File: config.mk
export PLATFORM = sky130hd
export DESIGN_NAME = ex_mem_reg_flat
export DESIGN_NICKNAME = d
export VERILOG_FILES = /design/src/rtl/ex_mem_if.sv /design/src/rtl/ex_mem_reg.sv /design/src/flat_wrapper.sv
export SDC_FILE = /design/constraint.sdc
export NUM_CORES = 1
export LEC_CHECK = 0
export CAP_MARGIN = 10
export CORE_MARGIN = 1
export CORE_UTILIZATION = 33
export CTS_CLUSTER_SIZE = 30
export DETAILED_ROUTE_END_ITERATION = 12
export PLACE_DENSITY_LB_ADDON = 0.1
export SKIP_LAST_GASP = 1
export SYNTH_ARGS = -nofsm -noshare
export SYNTH_HDL_FRONTEND = slang
export SYNTH_SLANG_ARGS = --single-unit
export TNS_END_PERCENT = 20
File: constraint.sdc
create_clock -name clk -period 1.3 [get_ports clk]
set_clock_uncertainty 0.2 [all_clocks]
set_input_delay 0.195 -clock clk [delete_from_list [all_inputs] [get_ports clk]]
set_output_delay 0.195 -clock clk [all_outputs]
set_load 0.01 [all_outputs]
File: src/rtl/ex_mem_if.sv
// EX/MEM stage bus: execute-stage inputs and memory-stage registered outputs.
// bubblecntM exists only when EXMEM_BUBBLE_CNT_EN is defined.
interface ex_mem_if;
  logic        stallE;
  logic        stallM;
  logic        flushM;
  logic [4:0]  writeregjalrE;
  logic [7:0]  alucontrolE;
  logic [31:0] aluoutE;
  logic [31:0] pcplus8E;
  logic [31:0] writedataE;
  logic        linkE;
  logic        regwriteE;
  logic        memtoregE;
  logic        memwriteE;

  logic [4:0]  writeregM;
  logic [31:0] aluoutM;
  logic [31:0] writedataM;
  logic [7:0]  alucontrolM;
  logic        regwriteM;
  logic        memtoregM;
  logic        memwriteM;
  logic        validM;
`ifdef EXMEM_BUBBLE_CNT_EN
  logic [31:0] bubblecntM;
`endif

  modport master (
    output stallE, stallM, flushM, writeregjalrE, alucontrolE, aluoutE,
           pcplus8E, writedataE, linkE, regwriteE, memtoregE, memwriteE,
    input  writeregM, aluoutM, writedataM, alucontrolM, regwriteM,
           memtoregM, memwriteM, validM
`ifdef EXMEM_BUBBLE_CNT_EN
    , input bubblecntM
`endif
  );

  modport slave (
    input  stallE, stallM, flushM, writeregjalrE, alucontrolE, aluoutE,
           pcplus8E, writedataE, linkE, regwriteE, memtoregE, memwriteE,
    output writeregM, aluoutM, writedataM, alucontrolM, regwriteM,
           memtoregM, memwriteM, validM
`ifdef EXMEM_BUBBLE_CNT_EN
    , output bubblecntM
`endif
  );
endinterface

File: src/rtl/ex_mem_reg.sv
// EX/MEM pipeline register with stall-hold, flush/bubble insertion and $zero write guard.
// Optional bubble counter enabled by EXMEM_BUBBLE_CNT_EN.
module ex_mem_reg (
  input logic     clk,
  input logic     rst,
  ex_mem_if.slave bus
);

  function automatic logic guard_regwrite(input logic rw, input logic [4:0] rd);
    return rw & (rd != 5'd0);
  endfunction

  function automatic logic [31:0] select_result(input logic link,
                                                input logic [31:0] pc8,
                                                input logic [31:0] alu);
    return link ? pc8 : alu;
  endfunction

  logic [31:0] result_p0;
  logic        regwrite_p0;
  logic        load_bubble;
  logic        load_real;

  logic [4:0]  writereg_p1;
  logic [31:0] result_p1;
  logic [31:0] writedata_p1;
  logic [7:0]  alucontrol_p1;
  logic        regwrite_p1;
  logic        memtoreg_p1;
  logic        memwrite_p1;
  logic        vld_p1;

  assign result_p0   = select_result(bus.linkE, bus.pcplus8E, bus.aluoutE);
  assign regwrite_p0 = guard_regwrite(bus.regwriteE, bus.writeregjalrE);

  // A flush beats a hold; a stalled E only inserts a bubble when M is free to advance.
  assign load_bubble = bus.flushM | (~bus.stallM & bus.stallE);
  assign load_real   = ~bus.flushM & ~bus.stallM & ~bus.stallE;

  // ---- E -> M boundary ----
  always_ff @(posedge clk) begin
    if (rst) begin
      writereg_p1   <= 5'd0;
      result_p1     <= 32'd0;
      writedata_p1  <= 32'd0;
      alucontrol_p1 <= 8'd0;
      regwrite_p1   <= 1'b0;
      memtoreg_p1   <= 1'b0;
      memwrite_p1   <= 1'b0;
      vld_p1        <= 1'b0;
    end else if (load_bubble) begin
      writereg_p1   <= 5'd0;
      result_p1     <= 32'd0;
      writedata_p1  <= 32'd0;
      alucontrol_p1 <= 8'd0;
      regwrite_p1   <= 1'b0;
      memtoreg_p1   <= 1'b0;
      memwrite_p1   <= 1'b0;
      vld_p1        <= 1'b0;
    end else if (load_real) begin
      writereg_p1   <= bus.writeregjalrE;
      result_p1     <= result_p0;
      writedata_p1  <= bus.writedataE;
      alucontrol_p1 <= bus.alucontrolE;
      regwrite_p1   <= regwrite_p0;
      memtoreg_p1   <= bus.memtoregE;
      memwrite_p1   <= bus.memwriteE;
      vld_p1        <= 1'b1;
    end
  end

  assign bus.writeregM   = writereg_p1;
  assign bus.aluoutM     = result_p1;
  assign bus.writedataM  = writedata_p1;
  assign bus.alucontrolM = alucontrol_p1;
  assign bus.regwriteM   = regwrite_p1;
  assign bus.memtoregM   = memtoreg_p1;
  assign bus.memwriteM   = memwrite_p1;
  assign bus.validM      = vld_p1;

`ifdef EXMEM_BUBBLE_CNT_EN
  logic [31:0] bubblecnt_p1;

  // Counts exactly the edges that load a bubble; wraps naturally at 32 bits.
  always_ff @(posedge clk) begin
    if (rst) begin
      bubblecnt_p1 <= 32'd0;
    end else if (load_bubble) begin
      bubblecnt_p1 <= bubblecnt_p1 + 32'd1;
    end
  end

  assign bus.bubblecntM = bubblecnt_p1;
`endif

endmodule
File: src/flat_wrapper.sv
// flat-port wrapper written by rule: the top's interface ports become plain ports
module ex_mem_reg_flat 
  (clk, rst, bus_stallE, bus_stallM, bus_flushM, bus_writeregjalrE, bus_alucontrolE, bus_aluoutE, bus_pcplus8E, bus_writedataE, bus_linkE, bus_regwriteE, bus_memtoregE, bus_memwriteE, bus_writeregM, bus_aluoutM, bus_writedataM, bus_alucontrolM, bus_regwriteM, bus_memtoregM, bus_memwriteM, bus_validM);
  ex_mem_if bus_i ();
  input logic clk;
  input logic rst;
  input wire logic [$bits(bus_i.stallE)-1:0] bus_stallE;
  input wire logic [$bits(bus_i.stallM)-1:0] bus_stallM;
  input wire logic [$bits(bus_i.flushM)-1:0] bus_flushM;
  input wire logic [$bits(bus_i.writeregjalrE)-1:0] bus_writeregjalrE;
  input wire logic [$bits(bus_i.alucontrolE)-1:0] bus_alucontrolE;
  input wire logic [$bits(bus_i.aluoutE)-1:0] bus_aluoutE;
  input wire logic [$bits(bus_i.pcplus8E)-1:0] bus_pcplus8E;
  input wire logic [$bits(bus_i.writedataE)-1:0] bus_writedataE;
  input wire logic [$bits(bus_i.linkE)-1:0] bus_linkE;
  input wire logic [$bits(bus_i.regwriteE)-1:0] bus_regwriteE;
  input wire logic [$bits(bus_i.memtoregE)-1:0] bus_memtoregE;
  input wire logic [$bits(bus_i.memwriteE)-1:0] bus_memwriteE;
  output wire logic [$bits(bus_i.writeregM)-1:0] bus_writeregM;
  output wire logic [$bits(bus_i.aluoutM)-1:0] bus_aluoutM;
  output wire logic [$bits(bus_i.writedataM)-1:0] bus_writedataM;
  output wire logic [$bits(bus_i.alucontrolM)-1:0] bus_alucontrolM;
  output wire logic [$bits(bus_i.regwriteM)-1:0] bus_regwriteM;
  output wire logic [$bits(bus_i.memtoregM)-1:0] bus_memtoregM;
  output wire logic [$bits(bus_i.memwriteM)-1:0] bus_memwriteM;
  output wire logic [$bits(bus_i.validM)-1:0] bus_validM;
  assign bus_i.stallE = bus_stallE;
  assign bus_i.stallM = bus_stallM;
  assign bus_i.flushM = bus_flushM;
  assign bus_i.writeregjalrE = bus_writeregjalrE;
  assign bus_i.alucontrolE = bus_alucontrolE;
  assign bus_i.aluoutE = bus_aluoutE;
  assign bus_i.pcplus8E = bus_pcplus8E;
  assign bus_i.writedataE = bus_writedataE;
  assign bus_i.linkE = bus_linkE;
  assign bus_i.regwriteE = bus_regwriteE;
  assign bus_i.memtoregE = bus_memtoregE;
  assign bus_i.memwriteE = bus_memwriteE;
  assign bus_writeregM = bus_i.writeregM;
  assign bus_aluoutM = bus_i.aluoutM;
  assign bus_writedataM = bus_i.writedataM;
  assign bus_alucontrolM = bus_i.alucontrolM;
  assign bus_regwriteM = bus_i.regwriteM;
  assign bus_memtoregM = bus_i.memtoregM;
  assign bus_memwriteM = bus_i.memwriteM;
  assign bus_validM = bus_i.validM;
  ex_mem_reg u_core (.clk(clk), .rst(rst), .bus(bus_i));
endmodule
==> impl_metrics.csv, run 1 <==
group,metric,value,unit
status,status,"complete, but fails checks",
status,violations,"negative setup slack",
sta,period_needed,1.31,ns
logic_synthesis,synth_top_area_share,52.1,%
logic_synthesis,syn-num-nets,476,
floorplan,core_area,0.00920,mm²
logic_synthesis,synth_flop_cell,"dfxtp_1",
logic_synthesis,synthTopCellsByCount,"nand2_1 (95), dfxtp_1 (81), a21oi_1 (48)",
grt,grt_pass1_wl,14000,µm
sta,relSlewSlack,85.1,%
sta,hold_viol,0,
logic_synthesis,synth_area_leaders,"dfxtp_1 (52%), nand2_1 (11%), mux2i_1 (10%), a21oi_1 (7.7%), a211oi_1 (7.7%)",
sta,finalSetupTns,-0.124,ns
grt,antenna_found_initial,0,
routing,avgRoutedWirePerCell,13.2,µm
placed_design,globalplace.congestion,0.732,
routing,drtIter0Drc,45,
hold_path,hp-class,"in2reg",
floorplan,rows,35,
setup_path,cp-start-kind,"register",
logic_synthesis,syn_area_per_cell,8.69,µm²
floorplan,start_util,33.8,%
setup_path,critPathSlowestCell,"dfxtp_1",
grt,track_usage,18.1,%
setup_path,worst_setup_path_end_kind,"output port",
finish,layout.nets,683,
clocking,cts-root-buf,"clkbuf_8",
finish,area_growth,78.3,%
sta,rsz0062_at_grt,"yes",
logic_synthesis,synth.most_common_cell,"nand2_1",
logic_synthesis,synthCells,358,
placed_design,post-dp-hpwl,6500,µm
routing,drtPass1Iterations,4,
grt,gr-total-overflow,0,
logic_synthesis,synth_top_cell_by_area,"dfxtp_1",
clocking,clk_path_buf_depth,2,
clocking,cts_tree,"yes",
clocking,clock_latency,0.34,ns
sta,fmax,761,MHz
logic_synthesis,ys_seq_area_share,52.1,%
placed_design,dpl_cell_area,0.00537,mm²
power,power.density,981,mW/mm²
clocking,clock_sinks,81,
setup_path,cp_top_family,"flip-flops",
finish,fin_util,60.3,%
logic_synthesis,async_reset_ff_share,0,%
setup_path,crit_fanout,2,
power,power.leakage,2.19,nW
finish,drive_gt1_share,20.2,%
placed_design,portBuffers,198,
job,drv_cap,0,
setup_path,worstSetupPathType,"reg2out",
sta,fin_crit_sh,101,%
finish,stdcell_area,0.00555,mm²
power,ir_drop,0.451,mV
setup_path,crit_required,0.90,ns
routing,ant_nets,0,
logic_synthesis,synth_cell_types,16,
sta,tightest_slew,0.217,ns
clocking,h-tree-depth,3,
logic_synthesis,syn_area,0.00311,mm²
sta,setup_viol,20,
grt,grt_pass1_vias,2943,
setup_path,arrival,0.92,ns
placed_design,pre_cts_slack,-0.534,ns
logic_synthesis,synth_edf_count,0,
finish,n_antenna_cell,0,
logic_synthesis,ys_warn_count,0,
floorplan,die_w,99.1,µm
sta,slew_viol_final,0,
routing,route.detailed.drc,0,
floorplan,die_h,99.1,µm
setup_path,max_stage_delay,0.34,ns
routing,drt-total-wl,8960,µm
setup_path,crit_path_cell_trace,"clkdlybuf4s15_1",
grt,grt_max_degree,43,
floorplan,dieArea,0.00982,mm²
floorplan,io_pins,199,
clocking,cts_buffers,9,
clocking,clk_pin_slew_worst_paths,0.08,ns
power,finalPower,5.44,mW
sta,setup_ws,-0.0140,ns
setup_path,critPathBufInv,1,
routing,vias_per_cell,4.68,
routing,vias,3185,
logic_synthesis,ys_ff_latch,81,
## kinds of logic after synthesis
family                 count (synthesis)  share of synthesized area, %
and+or+nand+nor                      133                          16.4
AOI/OAI and AO/OA                     82                          16.0
DFF                                   81                          52.1
muxes                                 32                          10.3
buffers and inverters                 30                          5.19
## area by class of cell
type | instances | area, µm²
Tap cell | 111 | 139
Timing Repair Buffer | 225 | 2160
Clock buffer | 12 | 165
Clock inverter | 4 | 73.8
Multi-Input combinational cell | 247 | 1370
Inverter | 1 | 3.75
Fill cell | 834 | 3650
Sequential cell | 81 | 1640
## flip-flops by register name (all words and copies together) (netlist names)
name,cells
u_core.bus.memtoregM,1
u_core.bus.memwriteM,1
u_core.bus.alucontrolM,8
u_core.bus.regwriteM,1
u_core.bus.aluoutM,32
u_core.bus.writeregM,5
u_core.bus.validM,1
u_core.bus.writedataM,32
## worst register-to-register path: stages, from the launching register on
cell	delay, ns
dfxtp_1	0.34
nor2_1	0.05
a211oi_1	0.23
## placed cells by master (no fill, tap or decap)
cell	n
a21oi_1	48
inv_1	1
buf_16	1
clkdlybuf4s15_1	32
dlygate4sd3_1	2
a211oi_2	3
dlymetal6s2s_1	2
clkinv_2	1
clkinv_4	1
buf_4	13
nor3_4	1
buf_2	34
clkbuf_8	12
dfxtp_2	15
or3_4	1
buf_6	1
dfxtp_1	66
nand2_1	95
o211ai_1	1
nor2_1	35
clkdlybuf4s15_2	13
mux2i_1	32
dlygate4sd2_1	3
buf_12	10
or4_4	1
o21ai_4	1
clkdlybuf4s50_1	109
bufinv_16	2
clkbuf_2	5
a211oi_1	29
## path summary, 6_finish.rpt
path | startpoint | endpoint | slack, ns | cells past startpoint
setup / recovery | u_core.bus.writedataM[18] | bus_writedataM[18] | -0.01 | 1
hold / removal | bus_writeregjalrE[1] | u_core.bus.writeregM[1] | 0.05 | 3
setup reg to reg | u_core.bus.aluoutM[25] | u_core.bus.aluoutM[25] | 0.39 | 2
hold reg to reg | u_core.bus.memtoregM | u_core.bus.memtoregM | 0.25 | 2
## per-layer routing
| layer | vias to the layer above | part of all wire [%] | global-route usage (%) |
|---|---|---|---|
| li1 | 1630 | - | - |
| met1 | 1418 | 43 | 21.7 |
| met2 | 127 | 49 | 31.0 |
| met3 | 10 | 7.1 | 4.92 |
| met4 | 0 | 1.2 | 6.45 |
| met5 | - | 0 | 0 |
## metrics by stage
step,instances,hold slack [ns]
final,681,0.0498
after global routing,681,0.0418
after CTS,678,0.0339
after detailed placement,659,0.246
after global placement,659,0.241
after floorplan,358,0.131
## report_power, final
group          switching (mW)  internal (mW)  total (mW)
clock                   0.888           1.24        2.13
combinational           0.287          0.495       0.782
sequential             0.0161           2.51        2.53
total                    1.19           4.25        5.44
## timing repair
| item | in CTS | in global routing |
|---|---|---|
| gates resized for setup | 261 | 15 |
| gates cloned | 1 | 0 |
| setup endpoints to repair | 162 | 62 |
| setup buffers | 2 | 1 |
| hold buffers | 0 | 2 |
| hold endpoints to repair | 0 | 2 |
| pin swaps | 4 | 5 |
(Power assumes the default switching activity.)
==> run 2, diff against run 1 <==
TNS_END_PERCENT = default   (was 20)
==> impl_metrics.csv, run 2 (synthesis gave the netlist of run 1 again) <==
group,metric,value,unit
status,status,"finished clean",
power,p_comb_share,14.2,%
clocking,clock_sinks,81,
clocking,h-tree-depth,3,
floorplan,core_area,0.00920,mm²
power,clkPwrFrac,39.3,%
finish,area_growth,71.9,%
hold_path,hold_end,"u_core.bus.writeregM[1]",
finish,mostFrequentLayoutCells,"clkdlybuf4s50_1 (109), nand2_1 (95), buf_2 (82), a21oi_1 (48), dfxtp_2 (44)",
routing,drtPass1Iterations,4,
setup_path,crit_required,1.35,ns
floorplan,io_pins,199,
power,switching_share,22.1,%
placed_design,portBuffers,198,
floorplan,rows,35,
power,p_sw,1.20,mW
grt,grt_max_degree,43,
sta,timing.hold.ws,0.0493,ns
setup_path,reg2reg_depth,3,
finish,n_antenna_cell,0,
sta,fmax,791,MHz
sta,slew_viol_final,0,
grt,grt_pass1_vias,2943,
setup_path,reg2reg_from,"u_core.bus.aluoutM[4]",
setup_path,timing.rr.end,"u_core.bus.aluoutM[4]",
finish,instances_no_fill,681,
grt,antenna_found_initial,0,
setup_path,crit_path_cell_trace,"clkdlybuf4s15_1, nor3_4, buf_6, buf_16, buf_12, nor2_1, a211oi_1",
placed_design,globalplace.congestion,0.732,
sta,rsz0062_at_grt,"no",
routing,vias,3156,
routing,drt-total-wl,9020,µm
routing,avgRoutedWirePerCell,13.2,µm
power,p_int,4.24,mW
power,finalPower,5.44,mW
grt,grt_pass1_wl,14000,µm
sta,fin_crit_sh,97.3,%
power,p_seq_share,46.5,%
finish,layout_commonest_cell,"clkdlybuf4s50_1",
power,ir_drop,0.466,mV
sta,hold_viol,0,
placed_design,dp.cells,659,
clocking,clk_path_buf_depth,2,
grt,track_usage,18.0,%
placed_design,pre_cts_slack,-0.534,ns
setup_path,worst_setup_path_end_kind,"register",
setup_path,cp-start-kind,"input port",
placed_design,post-dp-hpwl,6500,µm
clocking,clock_latency,0.35,ns
floorplan,dieArea,0.00982,mm²
finish,layout.nets,683,
routing,ant_nets,0,
grt,gr-total-overflow,0,
floorplan,start_util,33.8,%
hold_path,hp-start,"bus_writeregjalrE[1]",
sta,relSlewSlack,85.2,%
setup_path,crit_fanout,11,
sta,setup_ws,0.0353,ns
routing,vias_per_cell,4.63,
floorplan,die_w,99.1,µm
finish,fin_util,58.1,%
clocking,clk_pin_slew_worst_paths,0.07,ns
setup_path,critPathSlowestCell,"nor3_4",
routing,route.detailed.drc,0,
floorplan,die_h,99.1,µm
routing,drtIter0Drc,37,
sta,tightest_slew,0.216,ns
hold_path,whs_path_depth,3,
hold_path,hp-class,"in2reg",
setup_path,reg2reg_setup_slack,0.38,ns
clocking,cts_buffers,9,
power,power.leakage,2.25,nW
power,power.density,1020,mW/mm²
setup_path,max_stage_delay,0.27,ns
job,drv_cap,0,
setup_path,worstSetupPathType,"in2reg",
finish,drive_gt1_share,30.7,%
sta,setup_viol,0,
clocking,cts-root-buf,"clkbuf_8",
setup_path,arrival,1.32,ns
clocking,cts_tree,"yes",
sta,period_needed,1.26,ns
## run 2: cell types whose count changed in the layout (fill, tap and decap cells not counted), sizes merged
| cell | change |
|---|---|
| dlymetal6s2s | -1 |
| clkbuf | -5 |
| dlygate4sd2 | +1 |
| clkdlybuf4s15 | -43 |
| dlygate4sd3 | -1 |
| buf | +49 |
## run 2: how the worst max path moves through the flow
stage / startpoint / end / slack (ns) / depth (start not counted)
after floorplan: bus_stallE / u_core.bus.writedataM[10] / 0.02 / 5
after global placement: bus_stallE / u_core.bus.aluoutM[15] / -0.49 / 6
after detailed placement: bus_stallE / u_core.bus.aluoutM[31] / -0.53 / 6
after CTS: u_core.bus.writedataM[28] / bus_writedataM[28] / 0.00002 / 1
after global routing: bus_stallE / u_core.bus.aluoutM[10] / 0.0008 / 7
final: bus_stallE / u_core.bus.aluoutM[8] / 0.04 / 7
## run 2: per-layer routing
layer | track usage (%) | share of wire (%) | up-vias
met5 | 0 | 0 | -
li1 | - | - | 1628
met2 | 30.4 | 48 | 128
met3 | 4.64 | 7.1 | 9
met4 | 6.45 | 1.1 | 0
met1 | 22.4 | 44 | 1391
## run 2: timing repair
action	4_1_cts	5_1_grt
hold buffers	0	1
pin swaps	5	5
gates cloned	1	0
endpoints found under the hold margin	0	1
setup endpoints to repair	162	37
buffers inserted	3	1
resized for setup	357	26
## run 2: cell type report
class,instances,area (µm²)
clock buffer,12,165
tap,111,139
sequential,81,1680
clock inverter,4,73.8
inverter,1,3.75
multi-input combinational,247,1370
timing repair buffer,225,1920
fill,859,3850
## run 2: power by group through the flow
stage / combinational, mW / sequential, mW / clock, mW
global route: 0.835 / 2.53 / 2.29
floorplan: 0.245 / 2.60 / 0
detailed placement: 0.792 / 2.59 / 0
global placement: 0.784 / 2.59 / 0
CTS: 0.777 / 2.53 / 2.19
finish: 0.772 / 2.53 / 2.14
## run 2: worst max-delay path: cells and delay by family
kind                   cells  cell delay [ns]
buffers and inverters      4             0.62
and+or+nand+nor            2             0.31
AOI/OAI and AO/OA          1             0.19
## run 2: through the flow
stage | setup TNS (ns) | cell area (µm²)
after floorplan | 0 | 3120
after global placement | -37.15 | 5370
after detailed placement | -38.75 | 5370
after CTS | 0 | 5430
after global routing | 0 | 5350
final | 0 | 5350
==> run 3, diff against run 2 <==
ABC_CLOCK_PERIOD_IN_PS = 1300   (was default)
==> results of run 3 <==
Same layout as run 2: the final DEF is identical, and so are final timing and power.
